<file path="config.mk">
export PLATFORM = sky130hd
export DESIGN_NAME = traffic_phase_sequencer
export DESIGN_NICKNAME = d
export VERILOG_FILES = /design/src/rtl/traffic_pkg.sv /design/src/rtl/phase_time_regfile.sv /design/src/rtl/traffic_phase_sequencer.sv
export SDC_FILE = /design/constraint.sdc
export NUM_CORES = 1
export LEC_CHECK = 0
export ABC_AREA = 1
export CAP_MARGIN = 20
export CORE_MARGIN = 2
export CORE_UTILIZATION = 55
export CTS_CLUSTER_SIZE = 40
export DETAILED_ROUTE_END_ITERATION = 10
export PLACE_DENSITY = 0.85
export SYNTH_ARGS = -nofsm -noshare
export SYNTH_HDL_FRONTEND = slang
export SYNTH_SLANG_ARGS = --single-unit
export TNS_END_PERCENT = 5
</file>
<file path="constraint.sdc">
create_clock -name clock -period 2.9 [get_ports clock]
set_clock_uncertainty 0.1 [all_clocks]
set_input_delay 0.725 -clock clock [delete_from_list [all_inputs] [get_ports clock]]
set_output_delay 0.725 -clock clock [all_outputs]
set_load 0.05 [all_outputs]
</file>
<file path="src/rtl/traffic_pkg.sv">
// Shared types and constants for the multi-phase traffic sequencer.
package traffic_pkg;

  // FSM states; the encoding doubles as the state_flag output value.
  typedef enum logic [1:0] {
    ST_GREEN  = 2'd0,
    ST_YELLOW = 2'd1,
    ST_ALLRED = 2'd2,
    ST_FLASH  = 2'd3
  } state_t;

  // Bit positions inside one phase's vehicle lamp group {red, yellow, green}.
  localparam int VEH_GRN_BIT = 0;
  localparam int VEH_YEL_BIT = 1;
  localparam int VEH_RED_BIT = 2;

  // Bit positions inside one phase's pedestrian lamp group {stop, walk}.
  localparam int PED_WALK_BIT = 0;
  localparam int PED_STOP_BIT = 1;

  // One-hot lamp patterns derived from the bit positions above.
  localparam logic [2:0] LAMP_RED = 3'b001 << VEH_RED_BIT;
  localparam logic [2:0] LAMP_YEL = 3'b001 << VEH_YEL_BIT;
  localparam logic [2:0] LAMP_GRN = 3'b001 << VEH_GRN_BIT;
  localparam logic [2:0] LAMP_OFF = 3'b000;
  localparam logic [1:0] PED_STOP = 2'b01 << PED_STOP_BIT;
  localparam logic [1:0] PED_WALK = 2'b01 << PED_WALK_BIT;

  // Default interval constants, in ticks.
  localparam int DEF_GREEN_T  = 20;
  localparam int DEF_YELLOW_T = 3;
  localparam int ALLRED_T     = 2;
  localparam int PED_MIN_T    = 10;

  // Phase index width; never narrower than one bit.
  function automatic int pw_of(input int n);
    return (n <= 2) ? 1 : $clog2(n);
  endfunction

endpackage

</file>
<file path="src/rtl/phase_time_regfile.sv">
// Per-phase green/yellow interval storage with a validated write port
// and a combinational read port.
module phase_time_regfile
  import traffic_pkg::*;
#(
  parameter int NUM_PHASES = 2,
  parameter int TIME_W     = 7,
  parameter int DEF_GREEN  = DEF_GREEN_T,
  parameter int DEF_YELLOW = DEF_YELLOW_T,
  localparam int PW        = pw_of(NUM_PHASES)
) (
  input  logic              clock,
  input  logic              reset,
  input  logic              cfg_valid,
  output logic              cfg_ready,
  input  logic [PW-1:0]     cfg_phase,
  input  logic              cfg_sel,
  input  logic [TIME_W-1:0] cfg_time,
  output logic              cfg_err,
  input  logic [PW-1:0]     rd_phase,
  output logic [TIME_W-1:0] rd_green,
  output logic [TIME_W-1:0] rd_yellow
);

  localparam logic [PW:0] NP_W = (PW+1)'(NUM_PHASES);

  logic [TIME_W-1:0] green_mem  [NUM_PHASES];
  logic [TIME_W-1:0] yellow_mem [NUM_PHASES];
  logic              accept;
  logic              bad;

  assign accept = cfg_valid & cfg_ready;
  assign bad    = (cfg_time == {TIME_W{1'b0}}) || ({1'b0, cfg_phase} >= NP_W);

  // Storage update, write validation and the ready/error handshake flags.
  always_ff @(posedge clock) begin
    if (reset) begin
      cfg_ready <= 1'b0;
      cfg_err   <= 1'b0;
      for (int i = 0; i < NUM_PHASES; i++) begin
        green_mem[i]  <= TIME_W'(DEF_GREEN);
        yellow_mem[i] <= TIME_W'(DEF_YELLOW);
      end
    end else begin
      cfg_ready <= 1'b1;
      cfg_err   <= accept & bad;
      if (accept && !bad) begin
        if (cfg_sel) begin
          yellow_mem[cfg_phase] <= cfg_time;
        end else begin
          green_mem[cfg_phase] <= cfg_time;
        end
      end
    end
  end

  // Reads see the pre-edge contents, so a same-edge load uses the old value.
  assign rd_green  = green_mem[rd_phase];
  assign rd_yellow = yellow_mem[rd_phase];

endmodule

</file>
<file path="src/rtl/traffic_phase_sequencer.sv">
// Multi-phase traffic-light sequencer: green/yellow/all-red cycling over
// NUM_PHASES approaches, pedestrian walk extension and flashing-yellow mode.
module traffic_phase_sequencer
  import traffic_pkg::*;
#(
  parameter int NUM_PHASES = 2,
  parameter int TIME_W     = 7,
  parameter int T_ALLRED   = ALLRED_T,
  parameter int T_PED      = PED_MIN_T,
  parameter int DEF_GREEN  = DEF_GREEN_T,
  parameter int DEF_YELLOW = DEF_YELLOW_T,
  localparam int PW        = pw_of(NUM_PHASES)
) (
  input  logic                    clock,
  input  logic                    reset,
  input  logic                    tick,
  input  logic                    cfg_valid,
  output logic                    cfg_ready,
  input  logic [PW-1:0]           cfg_phase,
  input  logic                    cfg_sel,
  input  logic [TIME_W-1:0]       cfg_time,
  output logic                    cfg_err,
  input  logic [NUM_PHASES-1:0]   ped_req,
  input  logic                    flash_mode,
  output logic [3*NUM_PHASES-1:0] veh_light,
  output logic [2*NUM_PHASES-1:0] ped_light,
  output logic [PW-1:0]           active_phase,
  output logic [TIME_W-1:0]       time_remaining,
  output logic [1:0]              state_flag
);

  localparam logic [TIME_W-1:0] ONE_T   = TIME_W'(1'b1);
  localparam logic [TIME_W-1:0] ZERO_T  = {TIME_W{1'b0}};
  localparam logic [TIME_W-1:0] AR_T    = TIME_W'(T_ALLRED);
  localparam logic [TIME_W-1:0] PED_T   = TIME_W'(T_PED);
  localparam logic [TIME_W-1:0] DEF_G_T = TIME_W'(DEF_GREEN);
  localparam logic [PW-1:0]     LAST_P  = PW'(NUM_PHASES - 1);

  state_t                  state, state_n;
  logic [PW-1:0]           phase_n, nxt_phase, rd_phase;
  logic [TIME_W-1:0]       time_n, rd_green, rd_yellow;
  logic [NUM_PHASES-1:0]   pending, pending_n, walk, walk_n;
  logic                    flash_yel, flash_yel_n;

  phase_time_regfile #(
    .NUM_PHASES (NUM_PHASES),
    .TIME_W     (TIME_W),
    .DEF_GREEN  (DEF_GREEN),
    .DEF_YELLOW (DEF_YELLOW)
  ) u_regfile (
    .clock     (clock),
    .reset     (reset),
    .cfg_valid (cfg_valid),
    .cfg_ready (cfg_ready),
    .cfg_phase (cfg_phase),
    .cfg_sel   (cfg_sel),
    .cfg_time  (cfg_time),
    .cfg_err   (cfg_err),
    .rd_phase  (rd_phase),
    .rd_green  (rd_green),
    .rd_yellow (rd_yellow)
  );

  // Vehicle lamp pattern for a given state, served phase and flash toggle.
  function automatic logic [3*NUM_PHASES-1:0] veh_decode(input state_t s,
                                                          input logic [PW-1:0] p,
                                                          input logic fy);
    logic [3*NUM_PHASES-1:0] v;
    v = {(3*NUM_PHASES){1'b0}};
    for (int i = 0; i < NUM_PHASES; i++) begin
      case (s)
        ST_GREEN:  v[3*i +: 3] = (PW'(i) == p) ? LAMP_GRN : LAMP_RED;
        ST_YELLOW: v[3*i +: 3] = (PW'(i) == p) ? LAMP_YEL : LAMP_RED;
        ST_ALLRED: v[3*i +: 3] = LAMP_RED;
        ST_FLASH:  v[3*i +: 3] = fy ? LAMP_YEL : LAMP_OFF;
        default:   v[3*i +: 3] = LAMP_RED;
      endcase
    end
    return v;
  endfunction

  // Pedestrian lamp pattern from the per-phase walk bits.
  function automatic logic [2*NUM_PHASES-1:0] ped_decode(input logic [NUM_PHASES-1:0] w);
    logic [2*NUM_PHASES-1:0] q;
    for (int i = 0; i < NUM_PHASES; i++) begin
      q[2*i +: 2] = w[i] ? PED_WALK : PED_STOP;
    end
    return q;
  endfunction

  assign nxt_phase  = (active_phase == LAST_P) ? {PW{1'b0}} : active_phase + PW'(1'b1);
  // In ALLRED the next load is the upcoming phase's green; otherwise the current phase.
  assign rd_phase   = (state == ST_ALLRED) ? nxt_phase : active_phase;
  assign state_flag = state;

  // Next-state, countdown, walk and pending computation.
  always_comb begin
    state_n     = state;
    phase_n     = active_phase;
    time_n      = time_remaining;
    walk_n      = walk;
    flash_yel_n = flash_yel;
    pending_n   = pending | ped_req;
    if (!tick) begin
      state_n = state;
    end else if (state == ST_FLASH) begin
      flash_yel_n = ~flash_yel;
      if (!flash_mode) begin
        // Leave via ALLRED; parking on the last phase makes the wrap land on phase 0.
        state_n     = ST_ALLRED;
        time_n      = AR_T;
        phase_n     = LAST_P;
        flash_yel_n = 1'b0;
      end else begin
        time_n = ZERO_T;
      end
    end else if (time_remaining > ONE_T) begin
      time_n = time_remaining - ONE_T;
    end else begin
      case (state)
        ST_GREEN: begin
          state_n = ST_YELLOW;
          time_n  = rd_yellow;
          walk_n  = {NUM_PHASES{1'b0}};
        end
        ST_YELLOW: begin
          state_n = ST_ALLRED;
          time_n  = AR_T;
        end
        ST_ALLRED: begin
          if (flash_mode) begin
            state_n     = ST_FLASH;
            time_n      = ZERO_T;
            flash_yel_n = 1'b1;
          end else begin
            state_n = ST_GREEN;
            phase_n = nxt_phase;
            walk_n  = {NUM_PHASES{1'b0}};
            if (pending[nxt_phase]) begin
              // Serve the walk; a press landing on this same edge stays latched.
              walk_n[nxt_phase]    = 1'b1;
              pending_n[nxt_phase] = ped_req[nxt_phase];
              time_n               = (rd_green > PED_T) ? rd_green : PED_T;
            end else begin
              time_n = rd_green;
            end
          end
        end
        default: begin
          state_n = ST_ALLRED;
          time_n  = AR_T;
          walk_n  = {NUM_PHASES{1'b0}};
        end
      endcase
    end
  end

  // FSM state and registered light/status outputs.
  always_ff @(posedge clock) begin
    if (reset) begin
      state          <= ST_GREEN;
      active_phase   <= {PW{1'b0}};
      time_remaining <= DEF_G_T;
      walk           <= {NUM_PHASES{1'b0}};
      pending        <= {NUM_PHASES{1'b0}};
      flash_yel      <= 1'b0;
      veh_light      <= veh_decode(ST_GREEN, {PW{1'b0}}, 1'b0);
      ped_light      <= ped_decode({NUM_PHASES{1'b0}});
    end else begin
      state          <= state_n;
      active_phase   <= phase_n;
      time_remaining <= time_n;
      walk           <= walk_n;
      pending        <= pending_n;
      flash_yel      <= flash_yel_n;
      veh_light      <= veh_decode(state_n, phase_n, flash_yel_n);
      ped_light      <= ped_decode(walk_n);
    end
  end

endmodule

</file>
==> tab_implementation.tex <==
\begin{tabular}{lr}
\hline
Metric & Value \\
\hline
\multicolumn{2}{l}{\textbf{Status}} \\
\quad Outcome & finished, final reports clean \\
\multicolumn{2}{l}{\textbf{Drt}} \\
\quad Count of TritonRoute iterations in the first routing pass & 5 \\
\quad Post-detailed-routing wire length & around 5.4 mm \\
\quad Mean number of vias per cell & about 5.2 \\
\quad Antenna violation net count after detailed routing & 0 \\
\quad Via count of the routed design & approximately 2200 \\
\quad Total DRC errors in the routed layout & 0 \\
\quad Average wire length per cell after detail routing & approximately 13 µm \\
\quad Number of violations reported at the end of detailed-routing iteration 0 & about 140 \\
\multicolumn{2}{l}{\textbf{Placed design}} \\
\quad HPWL after detailed placement & 4.22 mm \\
\quad RD Place Congestion & between 0.8 and 0.9 \\
\quad Number of port buffers & 37 \\
\quad Instance area at placement & approximately 3000 µm² \\
\multicolumn{2}{l}{\textbf{Floorplan}} \\
\quad Starting utilization of the core area & between 50\% and 60\% \\
\quad Vertical extent of the die & between 70 and 80 µm \\
\quad Standard-cell rows & 25 \\
\quad Total core area & roughly 4700 µm² \\
\quad Width of the chip & roughly 73 µm \\
\quad Floorplan die area & between 5000 and 6000 µm² \\
\quad Number of primary I/O pins & 38 \\
\multicolumn{2}{l}{\textbf{Clock tree}} \\
\quad Post-CTS setup repair buffer count & 0 \\
\quad Number of instances resized during post-cts repair & 0 \\
\quad Cell chosen for the clock root & clkbuf\_8 \\
\quad Clock latency on the worst-skew pair & $\sim$0.3 ns \\
\quad Maximum count of clock buffers along a single path & 2 \\
\quad Clk pin slew, worst setup/hold paths & 0.09 ns \\
\quad Clock sink total & 53 \\
\quad H-Tree Level Count & 2 \\
\quad Number of buffers inserted by hold repair at cts & 0 \\
\quad Total CTS buffers & 5 \\
\quad Clock tree from TritonCTS & built \\
\multicolumn{2}{l}{\textbf{Yosys}} \\
\quad Synthesized area per cell & around 8.3 µm² \\
\quad Number of library cell types mapped by synthesis & 34 \\
\quad Post-synthesis net count & 340 \\
\quad Dominant cell by count in the synthesized netlist & nand2\_1 \\
\quad Count of flip-flops with a built-in enable after synthesis & 28 \\
\quad Top cells by area, synth & edfxtp\_1 32\%, dfxtp\_1 19\%, nand2\_1 10\%, nor2\_1 7.7\%, inv\_1 5.3\% \\
\quad Top flip-flop cell by instance count after synthesis & edfxtp\_1 \\
\quad Area fraction of the dominant cell type after synthesis & 31.8\% \\
\quad Register area share after synthesis & 50.8\% \\
\quad Ranking of synthesized cells by instance count & 72 x nand2\_1, 54 x nor2\_1, 37 x inv\_1 \\
\quad Cell area after synthesis & roughly 2600 µm² \\
\quad Cell type contributing the most total cell area after synthesis & edfxtp\_1 \\
\quad Yosys warns & 0 \\
\quad Fraction of synthesis flops using an asynchronous set or reset pin & 0\% \\
\quad Synth Register Bits & 53 \\
\quad Cell count after synthesis & around 320 \\
\multicolumn{2}{l}{\textbf{Setup path}} \\
\quad Critical-path maximum fanout & 3 \\
\quad Cell class contributing the biggest share of worst-path delay & buffers and inverters \\
\quad Sequence of cells on the critical path & clkdlybuf4s50\_1 \\
\quad Critical Path Source Type & register \\
\quad Path type of the worst setup path & register to output pin \\
\quad Number of buffers and inverters on the critical path & 1 \\
\quad Master of the slowest instance on the critical path & clkdlybuf4s50\_1 \\
\quad Crit path required time & about 2.1 ns \\
\quad Peak per-stage delay on the critical path & between 0.8 and 0.9 ns \\
\quad Category of the worst setup path capture point & output pin \\
\quad Worst EP arrival & approximately 1.6 ns \\
\multicolumn{2}{l}{\textbf{Pwr}} \\
\quad Switching Share & 26.3\% \\
\quad Clk network pwr share & $\sim$28\% \\
\quad Sequential share of power & roughly 58\% \\
\quad Peak ir drop on the vdd network & just under 400 µV \\
\quad Cell internal pwr & about 0.0011 W \\
\quad Static leakage & 1.30 nW \\
\quad Combinational power share & 14.8\% \\
\quad Switching Power & 0.000379 W \\
\quad Power density over the cells & approximately 460 nW/µm² \\
\multicolumn{2}{l}{\textbf{Global routing}} \\
\quad Via count of the first global-routing pass & about 1900 \\
\quad Global-route wire length before repair & 8.96 mm \\
\quad Total congestion overflow after global routing & 0 \\
\quad Total GRT Usage & $\sim$22\% \\
\quad Pin count of the biggest net entering global routing & 16 \\
\quad Antenna violations before repair & 0 \\
\multicolumn{2}{l}{\textbf{STA}} \\
\quad F\_max & about 0.41 GHz \\
\quad Setup total negative slack & 0 ns \\
\quad Final cycle utilization of the critical path & 84.0\% \\
\quad Final setup viols & 0 \\
\quad Number of endpoints with negative hold slack in the final report & 0 \\
\quad Setup repair after global routing missed its margin & false \\
\quad Measured slew at the worst slew-check pin & roughly 0.5 ns \\
\quad Final critical-path required period & about 2.4 ns \\
\quad Max-Slew Margin vs Limit & 65.9\% \\
\quad Final Slew Violations & 0 \\
\multicolumn{2}{l}{\textbf{Finish}} \\
\quad Layout net count & 382 \\
\quad FF+latch area & between 1000 and 1500 µm² \\
\quad Number of fill cells in the layout & between 300 and 400 \\
\quad Design Area, Final & between 3000 and 4000 µm² \\
\quad Area used by multi-input combinational logic & about 1100 µm² \\
\quad Number of diodes & 0 \\
\quad Area overhead of the layout relative to synthesis & 19.4\% \\
\quad Fraction of final layout cells with drive strength greater than 1 & just over 9\% \\
\multicolumn{2}{l}{\textbf{Hold path}} \\
\quad Classification of the worst-slack hold path & register to register \\
\multicolumn{2}{l}{\textbf{Run}} \\
\quad Total of max-cap violations & 0 \\
\hline
\end{tabular}
[final timing paths]
check | start | to | slack (ns) | cells past startpoint
max reg2reg | state_flag[0]$_SDFF_PP0_ | time_remaining[2]$_SDFFE_PP1P_ | 0.60 | 14
max | time_remaining[6]$_SDFFE_PP0P_ | time_remaining[6] | 0.47 | 1
min | pending[0]$_SDFF_PP0_ | pending[0]$_SDFF_PP0_ | 0.42 | 2
min reg2reg | pending[0]$_SDFF_PP0_ | pending[0]$_SDFF_PP0_ | 0.42 | 2
[logic make-up (layout without fill, tap and decap cells)]
family	after synthesis	after routing	share of synthesized area, %
compound gates	51	51	11.6
xor+xnor	4	4	1.33
fa+ha+maj	7	7	3.32
buf+inv	46	89	7.11
flops	53	53	50.8
simple gates	156	156	25.8
[stage by stage]
step	total power [W]	util [%]	hold slack (ns)	cells	worst slack (ns)
floorplan	0.000988	-	0.357	317	0.611
global placement	0.00106	65.9	0.386	406	0.373
detailed placement	0.00106	65.9	0.396	406	0.322
CTS	0.00145	67.6	0.409	414	0.455
global route	0.00151	67.6	0.443	414	0.408
finish	0.00144	67.6	0.417	414	0.465
[cell usage in the layout, fill, tap and decap left out, types with 2 or more instances in the layout]
cell / synthesis / final
clkbuf_1: 4 / 2
buf_4: 0 / 4
nand2_2: 7 / 7
o22ai_1: 3 / 3
nand2_4: 2 / 2
clkdlybuf4s50_1: 0 / 37
nand3_1: 11 / 11
clkbuf_8: 0 / 5
inv_1: 37 / 37
or2_2: 2 / 2
nand2_1: 72 / 72
dfxtp_1: 25 / 25
a21oi_1: 16 / 16
ha_1: 7 / 7
o221ai_1: 2 / 2
o211ai_1: 3 / 3
o21ai_1: 4 / 4
inv_2: 3 / 3
o21ai_2: 2 / 2
xnor2_1: 4 / 4
edfxtp_1: 28 / 28
nor2_1: 54 / 54
o21ai_0: 16 / 16
[per-layer routing]
metal | global-route usage, % | vias to the layer above | wire length [µm]
met5 | 0 | - | 0
met4 | 7.00 | 0 | 51
met3 | 4.94 | 7 | 232
met2 | 35.7 | 53 | 2650
met1 | 29.9 | 981 | 2460
li1 | - | 1115 | -
[power by group through the flow]
stage / clock network, W / registers [W] / logic [W]
2_1_floorplan: 0 / 0.000885 / 0.000103
3_3_place_gp: 0 / 0.000848 / 0.000209
3_5_place_dp: 0 / 0.000849 / 0.000213
4_1_cts: 0.000407 / 0.000832 / 0.000214
5_1_grt: 0.000437 / 0.000835 / 0.000236
6_report: 0.000398 / 0.000832 / 0.000214
[sequential cells by signal, indices dropped and copies added, names as in the netlist]
register / count
u_regfile.green_mem: 14
u_regfile.yellow_mem: 14
time_remaining: 7
veh_light: 6
ped_light: 4
pending: 2
state_flag: 2
active_phase: 1
flash_yel: 1
u_regfile.cfg_err: 1
u_regfile.cfg_ready: 1
[final cells by class]
class | count | share of cell area (%)
flip-flops and latches | 53 | 42.6
multi-input cells | 218 | 35.3
repair buffers | 41 | 12.7
inverters | 40 | 4.76
clock buffers | 7 | 2.42
well taps | 54 | 2.14
clock inverters | 1 | 0.159
Power figures use the tool's default switching activity.
